===== config.mk =====
export PLATFORM = sky130hd
export DESIGN_NAME = threadgroup_seq
export DESIGN_NICKNAME = d
export VERILOG_FILES = /design/src/rtl/threadgroup_seq_pkg.sv /design/src/rtl/threadgroup_seq_lat_cnt.sv /design/src/rtl/threadgroup_seq.sv
export SDC_FILE = /design/constraint.sdc
export NUM_CORES = 1
export LEC_CHECK = 0
export CORE_AREA = 8 8 176 178
export CTS_CLUSTER_SIZE = 12
export DETAILED_ROUTE_END_ITERATION = 12
export DIE_AREA = 0 0 184 186
export PLACE_DENSITY = 0.65
export SYNTH_ARGS = -nofsm -noshare
export SYNTH_HDL_FRONTEND = slang
export SYNTH_SLANG_ARGS = --single-unit

===== constraint.sdc =====
create_clock -name clk -period 2.1 [get_ports clk]
set_input_delay 0.315 -clock clk [delete_from_list [all_inputs] [get_ports clk]]
set_output_delay 0.315 -clock clk [all_outputs]
set_load 0.05 [all_outputs]

===== src/rtl/threadgroup_seq_pkg.sv =====
// Shared TensorCore definitions for the threadgroup sequencer.
//   tg_state_t : sequencer states (IDLE / ISSUE / WAIT / OUTPUT)
//   INT8_W     : operand element width
//   ACC_W      : accumulator / partial-sum width
//   LANES      : FEDPs per threadgroup, also elements per operand word
package threadgroup_seq_pkg;

  localparam int unsigned INT8_W = 8;
  localparam int unsigned ACC_W  = 16;
  localparam int unsigned LANES  = 4;
  localparam int unsigned WORD_W = INT8_W * LANES;

  typedef enum logic [1:0] {
    IDLE   = 2'd0,
    ISSUE  = 2'd1,
    WAIT   = 2'd2,
    OUTPUT = 2'd3
  } tg_state_t;

endpackage


===== src/rtl/threadgroup_seq_lat_cnt.sv =====
// Down-counter that times the WAIT phase of one dot-product step.
//   clk, rst : clock, asynchronous active-low reset
//   zero     : synchronous clear to 0 (dominates load)
//   load     : load FEDP_LAT (operand accepted)
//   dec      : count down while non-zero
//   expire   : count is 0; with dec held, high on the final WAIT cycle
module tg_lat_cnt #(
  parameter int unsigned FEDP_LAT = 2
) (
  input  logic clk,
  input  logic rst,
  input  logic zero,
  input  logic load,
  input  logic dec,
  output logic expire
);

  localparam int unsigned CW = (FEDP_LAT > 0) ? $clog2(FEDP_LAT + 1) : 1;
  localparam logic [CW-1:0] LOAD_VAL = CW'(FEDP_LAT);

  logic [CW-1:0] cnt;

  always_ff @(posedge clk or negedge rst) begin
    if (!rst) begin
      cnt <= '0;
    end else if (zero) begin
      cnt <= '0;
    end else if (load) begin
      cnt <= LOAD_VAL;
    end else if (dec && (cnt != '0)) begin
      cnt <= cnt - CW'(1);
    end
  end

  assign expire = (cnt == '0);

endmodule


===== src/rtl/threadgroup_seq.sv =====
// Sequencer for one 4-FEDP threadgroup computing a 2x2 int8 output tile.
// Runs k_steps dot-product steps: takes an operand set from the op_* stream,
// drives it to the threadgroup, waits FEDP_LAT+1 cycles, captures the four
// results into the accumulators (fed back as partial sums), then presents
// the finished tile on the out_* handshake.
//   clk, rst            : clock, asynchronous active-low reset
//   start, k_steps      : begin a tile of k_steps steps (IDLE only)
//   clear               : synchronous abort to IDLE, zeroes acc/operands
//   busy                : not IDLE
//   op_valid/op_ready   : operand handshake, op_w0/op_w1/op_a0/op_a1 words
//   tg_w*/tg_a*         : registered operand drive to the threadgroup
//   tg_ps0..3           : partial sums (= accumulators)
//   tg_res0..3          : threadgroup results
//   out_valid/out_ready : tile handshake, out_res0..3 final accumulators
module threadgroup_seq
  import threadgroup_seq_pkg::*;
#(
  parameter int unsigned FEDP_LAT = 2,
  parameter int unsigned KW       = 8
) (
  input  logic              clk,
  input  logic              rst,
  input  logic              start,
  input  logic              clear,
  input  logic [KW-1:0]     k_steps,
  output logic              busy,
  input  logic              op_valid,
  output logic              op_ready,
  input  logic [WORD_W-1:0] op_w0,
  input  logic [WORD_W-1:0] op_w1,
  input  logic [WORD_W-1:0] op_a0,
  input  logic [WORD_W-1:0] op_a1,
  output logic [WORD_W-1:0] tg_w0,
  output logic [WORD_W-1:0] tg_w1,
  output logic [WORD_W-1:0] tg_a0,
  output logic [WORD_W-1:0] tg_a1,
  output logic [ACC_W-1:0]  tg_ps0,
  output logic [ACC_W-1:0]  tg_ps1,
  output logic [ACC_W-1:0]  tg_ps2,
  output logic [ACC_W-1:0]  tg_ps3,
  input  logic [ACC_W-1:0]  tg_res0,
  input  logic [ACC_W-1:0]  tg_res1,
  input  logic [ACC_W-1:0]  tg_res2,
  input  logic [ACC_W-1:0]  tg_res3,
  output logic              out_valid,
  input  logic              out_ready,
  output logic [ACC_W-1:0]  out_res0,
  output logic [ACC_W-1:0]  out_res1,
  output logic [ACC_W-1:0]  out_res2,
  output logic [ACC_W-1:0]  out_res3
);

  tg_state_t state, state_nx;

  logic [LANES-1:0][ACC_W-1:0] acc;
  logic [LANES-1:0][ACC_W-1:0] res_in;
  logic [KW-1:0]               k_lat;
  logic [KW-1:0]               step;
  logic [KW-1:0]               step_inc;

  logic start_tile;
  logic accept;
  logic capture;
  logic in_wait;
  logic cnt_expire;

  assign res_in   = {tg_res3, tg_res2, tg_res1, tg_res0};
  assign step_inc = step + KW'(1);

  tg_lat_cnt #(
    .FEDP_LAT(FEDP_LAT)
  ) u_lat_cnt (
    .clk    (clk),
    .rst    (rst),
    .zero   (clear),
    .load   (accept),
    .dec    (in_wait),
    .expire (cnt_expire)
  );

  always_ff @(posedge clk or negedge rst) begin
    if (!rst) begin
      state <= IDLE;
    end else begin
      state <= state_nx;
    end
  end

  always_comb begin
    state_nx   = state;
    start_tile = 1'b0;
    accept     = 1'b0;
    capture    = 1'b0;
    busy       = (state != IDLE);
    in_wait    = (state == WAIT);
    out_valid  = (state == OUTPUT);
    // Ready is masked by clear so an aborting cycle never looks like a
    // completed transfer to the operand source.
    op_ready   = (state == ISSUE) && !clear;

    if (clear) begin
      state_nx = IDLE;
    end else begin
      case (state)
        IDLE: begin
          if (start) begin
            start_tile = 1'b1;
            state_nx   = (k_steps == '0) ? OUTPUT : ISSUE;
          end
        end
        ISSUE: begin
          if (op_valid) begin
            accept   = 1'b1;
            state_nx = WAIT;
          end
        end
        WAIT: begin
          if (cnt_expire) begin
            capture  = 1'b1;
            state_nx = (step_inc == k_lat) ? OUTPUT : ISSUE;
          end
        end
        OUTPUT: begin
          if (out_ready) begin
            state_nx = IDLE;
          end
        end
        default: state_nx = IDLE;
      endcase
    end
  end

  always_ff @(posedge clk or negedge rst) begin
    if (!rst) begin
      tg_w0 <= '0;
      tg_w1 <= '0;
      tg_a0 <= '0;
      tg_a1 <= '0;
      acc   <= '0;
      k_lat <= '0;
      step  <= '0;
    end else if (clear) begin
      tg_w0 <= '0;
      tg_w1 <= '0;
      tg_a0 <= '0;
      tg_a1 <= '0;
      acc   <= '0;
      k_lat <= '0;
      step  <= '0;
    end else begin
      if (start_tile) begin
        k_lat <= k_steps;
        step  <= '0;
        acc   <= '0;
      end
      if (accept) begin
        tg_w0 <= op_w0;
        tg_w1 <= op_w1;
        tg_a0 <= op_a0;
        tg_a1 <= op_a1;
      end
      if (capture) begin
        acc  <= res_in;
        step <= step_inc;
      end
    end
  end

  assign tg_ps0   = acc[0];
  assign tg_ps1   = acc[1];
  assign tg_ps2   = acc[2];
  assign tg_ps3   = acc[3];
  assign out_res0 = acc[0];
  assign out_res1 = acc[1];
  assign out_res2 = acc[2];
  assign out_res3 = acc[3];

endmodule


==> results of run 1 <==
## layer usage
metal / routed length (um) / GRT usage (%) / vias up
met2: 15700 / 30.5 / 337
met3: 3320 / 6.52 / 57
met5: 53 / 0 / -
met4: 801 / 5.55 / 8
li1: - / - / 3109
met1: 11300 / 18.9 / 3354
## registers in the layout, indices dropped and copies added, names as in the netlist
name / count
k_lat: 8
tg_a0: 32
step: 8
u_lat_cnt.cnt: 2
tg_w1: 32
state: 2
tg_w0: 32
out_res3: 16
out_res2: 16
out_res0: 16
out_res1: 16
tg_a1: 32
## logic make-up after synthesis
kind of cell,after synthesis,share of synthesized area (%)
xor gates and xnor gates,11,1.13
muxes,10,1.19
adders and majority gates,2,0.293
AOI/OAI and AO/OA,223,22.0
buffers and inverters,118,9.36
and+or+nand+nor,56,3.86
DFF,212,62.2
## layout make-up
class                           count  area (um^2)  area share (%)
Clock inverter                      9          125           0.885
Antenna cell                        2         5.00          0.0354
Inverter                            3         11.3          0.0797
Timing Repair Buffer              495         5100            36.1
Tap cell                          384          480            3.40
Multi-Input combinational cell    302         2450            17.3
Clock buffer                       29          661            4.67
Sequential cell                   212         5310            37.5
## per-stage QoR
stage,cell area (um^2),std cells,setup slack [ps]
floorplan,8530,632,369
global route,14100,1436,-12.8
finish,14100,1436,39.6
CTS,14000,1434,0.948
global placement,13300,1395,66.6
detailed placement,13300,1395,16.9
## layout by cell type (no fill, tap or decap), drive strengths merged, types with 3 or more instances in the layout
master and instances:
buf 40, a21oi 5, mux2i 9, a22o 193, dlygate4sd2 27, nor3 3, bufinv 3, and2 4
xnor2 9, inv 3, clkbuf 29, clkdlybuf4s50 394, clkinv 4, o31ai 3, nand2b 3, dlymetal6s2s 33
nand4 3, nor2b 3, dfrtp 212, nor2 19, o21ai 17, nand2 9, and4 3
## repair_timing
| item | 4_1_cts | 5_1_grt |
|---|---|---|
| setup endpoints to repair | 30 | 37 |
| hold buffers | 1 | 0 |
| pin swaps | 0 | 0 |
| resized for setup | 27 | 33 |
| setup buffers | 0 | 0 |
| endpoints found under the hold margin | 51 | 0 |
## report_power, final
part | switching (W) | internal, W | leakage, nW
Clock | 0.00162 | 0.00258 | 0.383
Combinational | 0.00404 | 0.00220 | 3.52
Sequential | 0.000497 | 0.00463 | 2.92
## final timing paths
check,slack [ps],to,cells after the start
worst min-delay path,360,tg_a1[14],2
worst max register to register,210,out_res0[2],6
min in group clk,400,tg_a0[16],2
worst max-delay path,40,tg_ps3[7],1
worst min register to register,500,tg_w1[5],1
max in group asynchronous,1140,tg_w0[28],3
==> results.tsv, run 1 <==
metric	value	unit
status	finished clean	
Synth-to-Final Area Change	65.7	%
family with the most delay on the worst path	buffers and inverters	
gr ovfl total	0	
final setup fails	0	
Clock Skew	8.83	ps
largest net degree at the start of global routing	76	
Worst path slowest cell	clkdlybuf4s50_1	
Netlist cell types	40	
Post-synth EDFFs	0	
Residual DRC	0	
startpoint types	flop	
Lkg Pwr	6.82	nW
clock buffer depth	3	
Via density	4.78	
CTS tree	done	
DRT Wirelength	31200	um
Routability Congestion	0.817	
Primary FF master, synth	dfrtp_1	
clock latency on the worst-skew pair	510	ps
Max H-tree Level	1	
initial detailed-routing violation count	297	
die area	34200	um^2
Synth area leader	dfrtp_1	
Seq/Total Area, Yosys	62.2	%
CP bufs+invs	1	
routed length per placed instance	21.7	um
final hold slack	360	ps
vias in the first global route	7582	
root buf cell	clkbuf_16	
fin crit period	2060	ps
max-slew violations	0	
Power Total	0.0156	W
Async S/R FF share, synth	100	%
Mapped Nets	840	
Power Density	1100	nW/um^2
type of the worst setup path	flop to primary output	
proportion of layout cells with a drive suffix above 1	8.29	%
critical path, cell by cell	clkdlybuf4s50_1	
Hold Crit Class	input port to async pin	
Synth top area share	62.2	%
initial core utilization	30.2	%
Reg2Reg Launch Point	u_lat_cnt.cnt[0]	
Post-Synthesis Cells	632	
Yosys reg bits	212	
Ports	465	
Port Buf Inserts	464	
first-pass GRT wire length	46000	um
antenna violations before repair	6	
MaxCap Viol Count	0	
Total GRT Usage	17.3	%
Row Count	62	
Core Util, Final	50.1	%
core area	28200	um^2
Routed Antenna Nets	0	
Worst setup EP type	primary output	
measured slew at the worst slew-check pin	578	ps
Slew HR	61.4	%
DR pass1 iterations	4	
CP peak stage delay	830	ps
fin crit share	98.1	%
Fill cells	2494	
Worst-path clk slew	50	ps
syn_area_per_cell	13.5	um^2
critical path required time	1780	ps
vias post-DR	6865	
peak supply drop	0.455	mV
netlist area before placement	8530	um^2
synth warn	0	
die width	184	um
CP Max Fanout	3	
Fmax achieved	485	MHz
clock sink count	212	
setup_tns	0	ps
ranking of synthesized cells by area	dfrtp_1, a22o_1, buf_4, buf_2, buf_6	
Worst EP arrival	1750	ps
worst setup path startpoint	out_res3[7]	
synth cell count leaders	dfrtp_1, a22o_1, buf_4	
final hold violation count	0	
count leader, synth	dfrtp_1	
total CTS buffers	24	
Post-DP HPWL	24400	um
Nets	1246	
die height	186	um
(Power assumes the default switching activity.)
==> run 2, diff against run 1 <==
- CORE_AREA: 8 8 176 178 -> 8 8 174 176
- CTS_BUF_LIST: not set -> sky130_fd_sc_hd__clkbuf_4 sky130_fd_sc_hd__clkbuf_8
- DIE_AREA: 0 0 184 186 -> 0 0 182 184
- PLACE_DENSITY: 0.65 -> 0.67
==> results.tsv, run 2 (synthesis results as in run 1) <==
metric	value	unit
status	finished clean	
Port Buf Inserts	464	
fin crit period	2050	ps
Nets	1268	
Reg2Reg Launch Point	u_lat_cnt.cnt[1]	
non-filler cells, final	1437	
CTS tree	done	
largest net degree at the start of global routing	60	
Lkg Pwr	7.32	nW
Row Count	61	
Ports	465	
r2r endpoint	out_res1[5]	
antenna violations before repair	8	
Clock Skew	23.7	ps
vias post-DR	6979	
Via density	4.86	
measured slew at the worst slew-check pin	628	ps
final setup fails	0	
Setup crit end	out_res2[13]	
clock sink count	212	
CP Max Fanout	3	
root buf cell	clkbuf_8	
final hold violation count	0	
initial detailed-routing violation count	313	
initial core utilization	31.0	%
CP peak stage delay	830	ps
Total GRT Usage	17.6	%
clock buffer depth	3	
Worst EP arrival	1730	ps
Fill cells	2426	
setup_tns	0	ps
Residual DRC	0	
post-placement cell count	1365	
die width	182	um
worst-case reg-to-reg path depth	6	
Synth-to-Final Area Change	67.0	%
RSZ-0062 raised after global routing	false	
Worst setup EP type	primary output	
critical path required time	1780	ps
Post-DP HPWL	23900	um
critical path, cell by cell	clkdlybuf4s50_1	
DRT Wirelength	31100	um
peak supply drop	0.571	mV
CP bufs+invs	1	
vias in the first global route	7586	
core area	27500	um^2
routed length per placed instance	21.6	um
most frequent cells in the layout	clkdlybuf4s50_1, dfrtp_1, a22o_1, dlymetal6s2s_1, clkbuf_8	
worst setup path startpoint	out_res2[13]	
proportion of layout cells with a drive suffix above 1	11.4	%
most common cell after layout, fill and taps aside	clkdlybuf4s50_1	
Worst-path clk slew	60	ps
fin crit share	97.4	%
die height	184	um
total CTS buffers	38	
Hold Crit Class	input port to async pin	
Post-DP Area	13300	um^2
family with the most delay on the worst path	buffers and inverters	
Worst path slowest cell	clkdlybuf4s50_1	
startpoint types	flop	
Final Cell Area	14200	um^2
Slew HR	58.3	%
Power Density	1090	nW/um^2
Routed Antenna Nets	0	
first-pass GRT wire length	46000	um
gr ovfl total	0	
MaxCap Viol Count	0	
Max H-tree Level	2	
Fmax achieved	489	MHz
clock latency on the worst-skew pair	520	ps
die area	33500	um^2
stages on the worst setup path	1	
type of the worst setup path	flop to primary output	
DR pass1 iterations	4	
Routability Congestion	0.784	
final hold slack	330	ps
max-slew violations	0	
Worst R2R Setup Slack	260	ps
## run 2: changes by cell type in the layout (fill, tap and decap cells not counted), moves of 4 or more
cell             before  now
clkbuf_8              2   52
buf_4                24   32
clkbuf_4              0    6
clkdlybuf4s50_1     394  371
dlymetal6s2s_1       33   57
diode_2               2    6
clkbuf_16            25    0
## run 2: how the worst min path moves through the flow
stage | end | slack (ps) | cells after the start
after global placement | out_res2[6] | 300 | 1
final | out_res2[1] | 330 | 2
after CTS | step[7] | 330 | 2
after floorplan | k_lat[0] | 20 | 0
after detailed placement | out_res2[6] | 300 | 1
after global routing | out_res2[1] | 350 | 2
## run 2: worst reg2reg max path, delay by kind of cell, from the launching register on
family | cells | cell delay, ps
adders and majority gates | 1 | 270
DFF | 1 | 390
AOI/OAI and AO/OA | 1 | 200
buffers and inverters | 3 | 570
and+or+nand+nor | 1 | 330
## run 2: layer usage
layer	GRT usage, %	vias up	share of wire [%]
met5	0	-	0.074
met4	7.25	4	3.0
met3	8.02	58	11
met2	30.0	380	49
met1	18.8	3380	37
li1	-	3157	-
## run 2: stage by stage
| step | utilization [%] | power, W | worst slack (ps) |
|---|---|---|---|
| final | 51.8 | 0.0155 | 54.3 |
| after floorplan | - | 0.00936 | 369 |
| after CTS | 51.3 | 0.0157 | 0.984 |
| after global routing | 51.8 | 0.0162 | 0.240 |
| after global placement | 48.4 | 0.0115 | 85.2 |
| after detailed placement | 48.4 | 0.0116 | 45.5 |
## run 2: final cells by class
class / instances / area [um^2] / area share (%)
sequential: 212 / 5310 / 37.2
timing repair buffer: 503 / 5210 / 36.6
multi-input combinational: 302 / 2450 / 17.2
clock buffer: 58 / 761 / 5.34
tap: 346 / 433 / 3.04
clock inverter: 7 / 62.6 / 0.439
antenna: 6 / 15.0 / 0.105
inverter: 3 / 11.3 / 0.0790
## run 2: where the power goes
| group | internal, W | switching, W |
|---|---|---|
| Combinational | 0.00224 | 0.00404 |
| Sequential | 0.00464 | 0.000479 |
| Clock | 0.00242 | 0.00168 |
| Total | 0.00930 | 0.00620 |
## run 2: what timing repair did
action / 4_1_cts / 5_1_grt
resized for setup: 27 / 58
setup buffers: 0 / 0
cloned: 0 / 0
hold buffers: 1 / 0
endpoints found under the setup margin: 31 / 62
endpoints found under the hold margin: 52 / 0
==> run 3, diff against run 2 <==
- CORE_AREA: 8 8 174 176 -> 8 8 175 177
- DIE_AREA: 0 0 182 184 -> 0 0 183 185
- PLACE_DENSITY: 0.67 -> 0.66
==> results.tsv, run 3 (synthesis results as in run 1) <==
metric	value	unit
startpoint types	flop	
Sw Share	40.0	%
die height	185	um
Post-DP HPWL	23700	um
routed length per placed instance	21.0	um
clock buffer depth	3	
die width	183	um
switching power of the nets	0.00619	W
proportion of layout cells with a drive suffix above 1	11.0	%
clock latency on the worst-skew pair	510	ps
final hold violation count	0	
antenna violations before repair	3	
type of the worst setup path	flop to primary output	
family with the most delay on the worst path	buffers and inverters	
Residual DRC	0	
Worst-path clk slew	60	ps
DR pass1 iterations	4	
gr ovfl total	0	
root buf cell	clkbuf_8	
max-slew violations	0	
Post-Place Worst Slack	44.0	ps
Post-DP Area	13300	um^2
combinational power share	40.9	%
CP peak stage delay	830	ps
Int Pwr	0.00928	W
Final WS setup	48.9	ps
DRT Wirelength	30900	um
Row Count	62	
Via density	4.81	
largest net degree at the start of global routing	76	
critical path required time	1780	ps
initial core utilization	30.4	%
MaxCap Viol Count	0	
measured slew at the worst slew-check pin	611	ps
Power Density	1090	nW/um^2
Synth-to-Final Area Change	67.1	%
Routability Congestion	0.778	
Port Buf Inserts	464	
Worst path slowest cell	clkdlybuf4s50_1	
CP Max Fanout	3	
vias in the first global route	7545	
Clk pwr share	26.2	%
Power Total	0.0155	W
Routed Antenna Nets	0	
Sequential Power Share	32.8	%
initial detailed-routing violation count	317	
CP bufs+invs	1	
fin crit share	97.7	%
setup_tns	0	ps
final setup fails	0	
Ports	465	
status	finished clean	
clock sink count	212	
Lkg Pwr	7.44	nW
Hold Crit Class	input port to async pin	
fin crit period	2050	ps
most frequent cells in the layout	clkdlybuf4s50_1, dfrtp_1, a22o_1, dlymetal6s2s_1, clkbuf_8	
total CTS buffers	37	
most common cell after layout, fill and taps aside	clkdlybuf4s50_1	
Max H-tree Level	2	
die area	33900	um^2
post-placement cell count	1397	
CTS tree	done	
Total GRT Usage	17.2	%
Worst EP arrival	1740	ps
vias post-DR	7057	
core area	28100	um^2
Final Cell Area	14300	um^2
Slew HR	59.4	%
Nets	1261	
Fmax achieved	488	MHz
critical path, cell by cell	clkdlybuf4s50_1	
first-pass GRT wire length	45300	um
Worst setup EP type	primary output	
non-filler cells, final	1467	
Clock Skew	13.6	ps
peak supply drop	0.468	mV
-- run 3: cell count changes in the layout (fill, tap and decap cells not counted), sizes merged --
cell,previous run,this run
clkdlybuf4s50,371,365
diode,6,2
clkinv,5,3
clkbuf,58,62
dlymetal6s2s,57,66
buf,47,41
dlygate4sd2,27,24
-- run 3: cell type report --
class,instances,area [um^2]
Tap cell,384,480
Sequential cell,212,5310
Timing Repair Buffer,497,5190
Antenna cell,2,5.00
Multi-Input combinational cell,302,2450
Clock buffer,62,759
Inverter,3,11.3
Fill cell,2490,13800
Clock inverter,5,52.6
-- run 3: repair_timing --
item,CTS,global route
cloned,0,0
setup endpoints to repair,27,74
hold endpoints to repair,41,0
hold buffers,1,0
buffers inserted,0,0
gates resized for setup,24,66
-- run 3: worst paths after layout --
check	start	endpoint	slack, ps	depth (start not counted)
max	out_res0[2]	tg_ps0[2]	50	1
min	rst	out_res0[12]	300	2
max reg2reg	u_lat_cnt.cnt[0]	out_res2[13]	240	6
min reg2reg	tg_a0[28]	tg_a0[28]	500	1
max in group asynchronous	rst	tg_a1[7]	1050	3
min in group clk	op_w1[21]	tg_w1[21]	400	2
-- run 3: metrics by stage --
step           util [%]  hold slack [ps]
3_5_place_dp       47.3              224
4_1_cts            50.1              278
5_1_grt            50.8              293
2_1_floorplan         -             19.4
6_report           50.8              300
3_3_place_gp       47.3              221
-- run 3: power by group through the flow --
| stage | Sequential, W | Clock [W] | Combinational, W |
|---|---|---|---|
| after CTS | 0.00509 | 0.00420 | 0.00642 |
| after detailed placement | 0.00515 | 0 | 0.00647 |
| after floorplan | 0.00677 | 0 | 0.00260 |
| after global routing | 0.00516 | 0.00440 | 0.00661 |
| final | 0.00508 | 0.00406 | 0.00633 |
| after global placement | 0.00515 | 0 | 0.00641 |
-- run 3: routing by layer --
metal,share of wire (%),vias to the layer above,GRT usage (%)
met4,3.1,2,6.70
met2,49,363,29.6
met1,38,3490,18.8
met5,0.026,-,0
li1,-,3141,-
met3,9.8,61,6.83
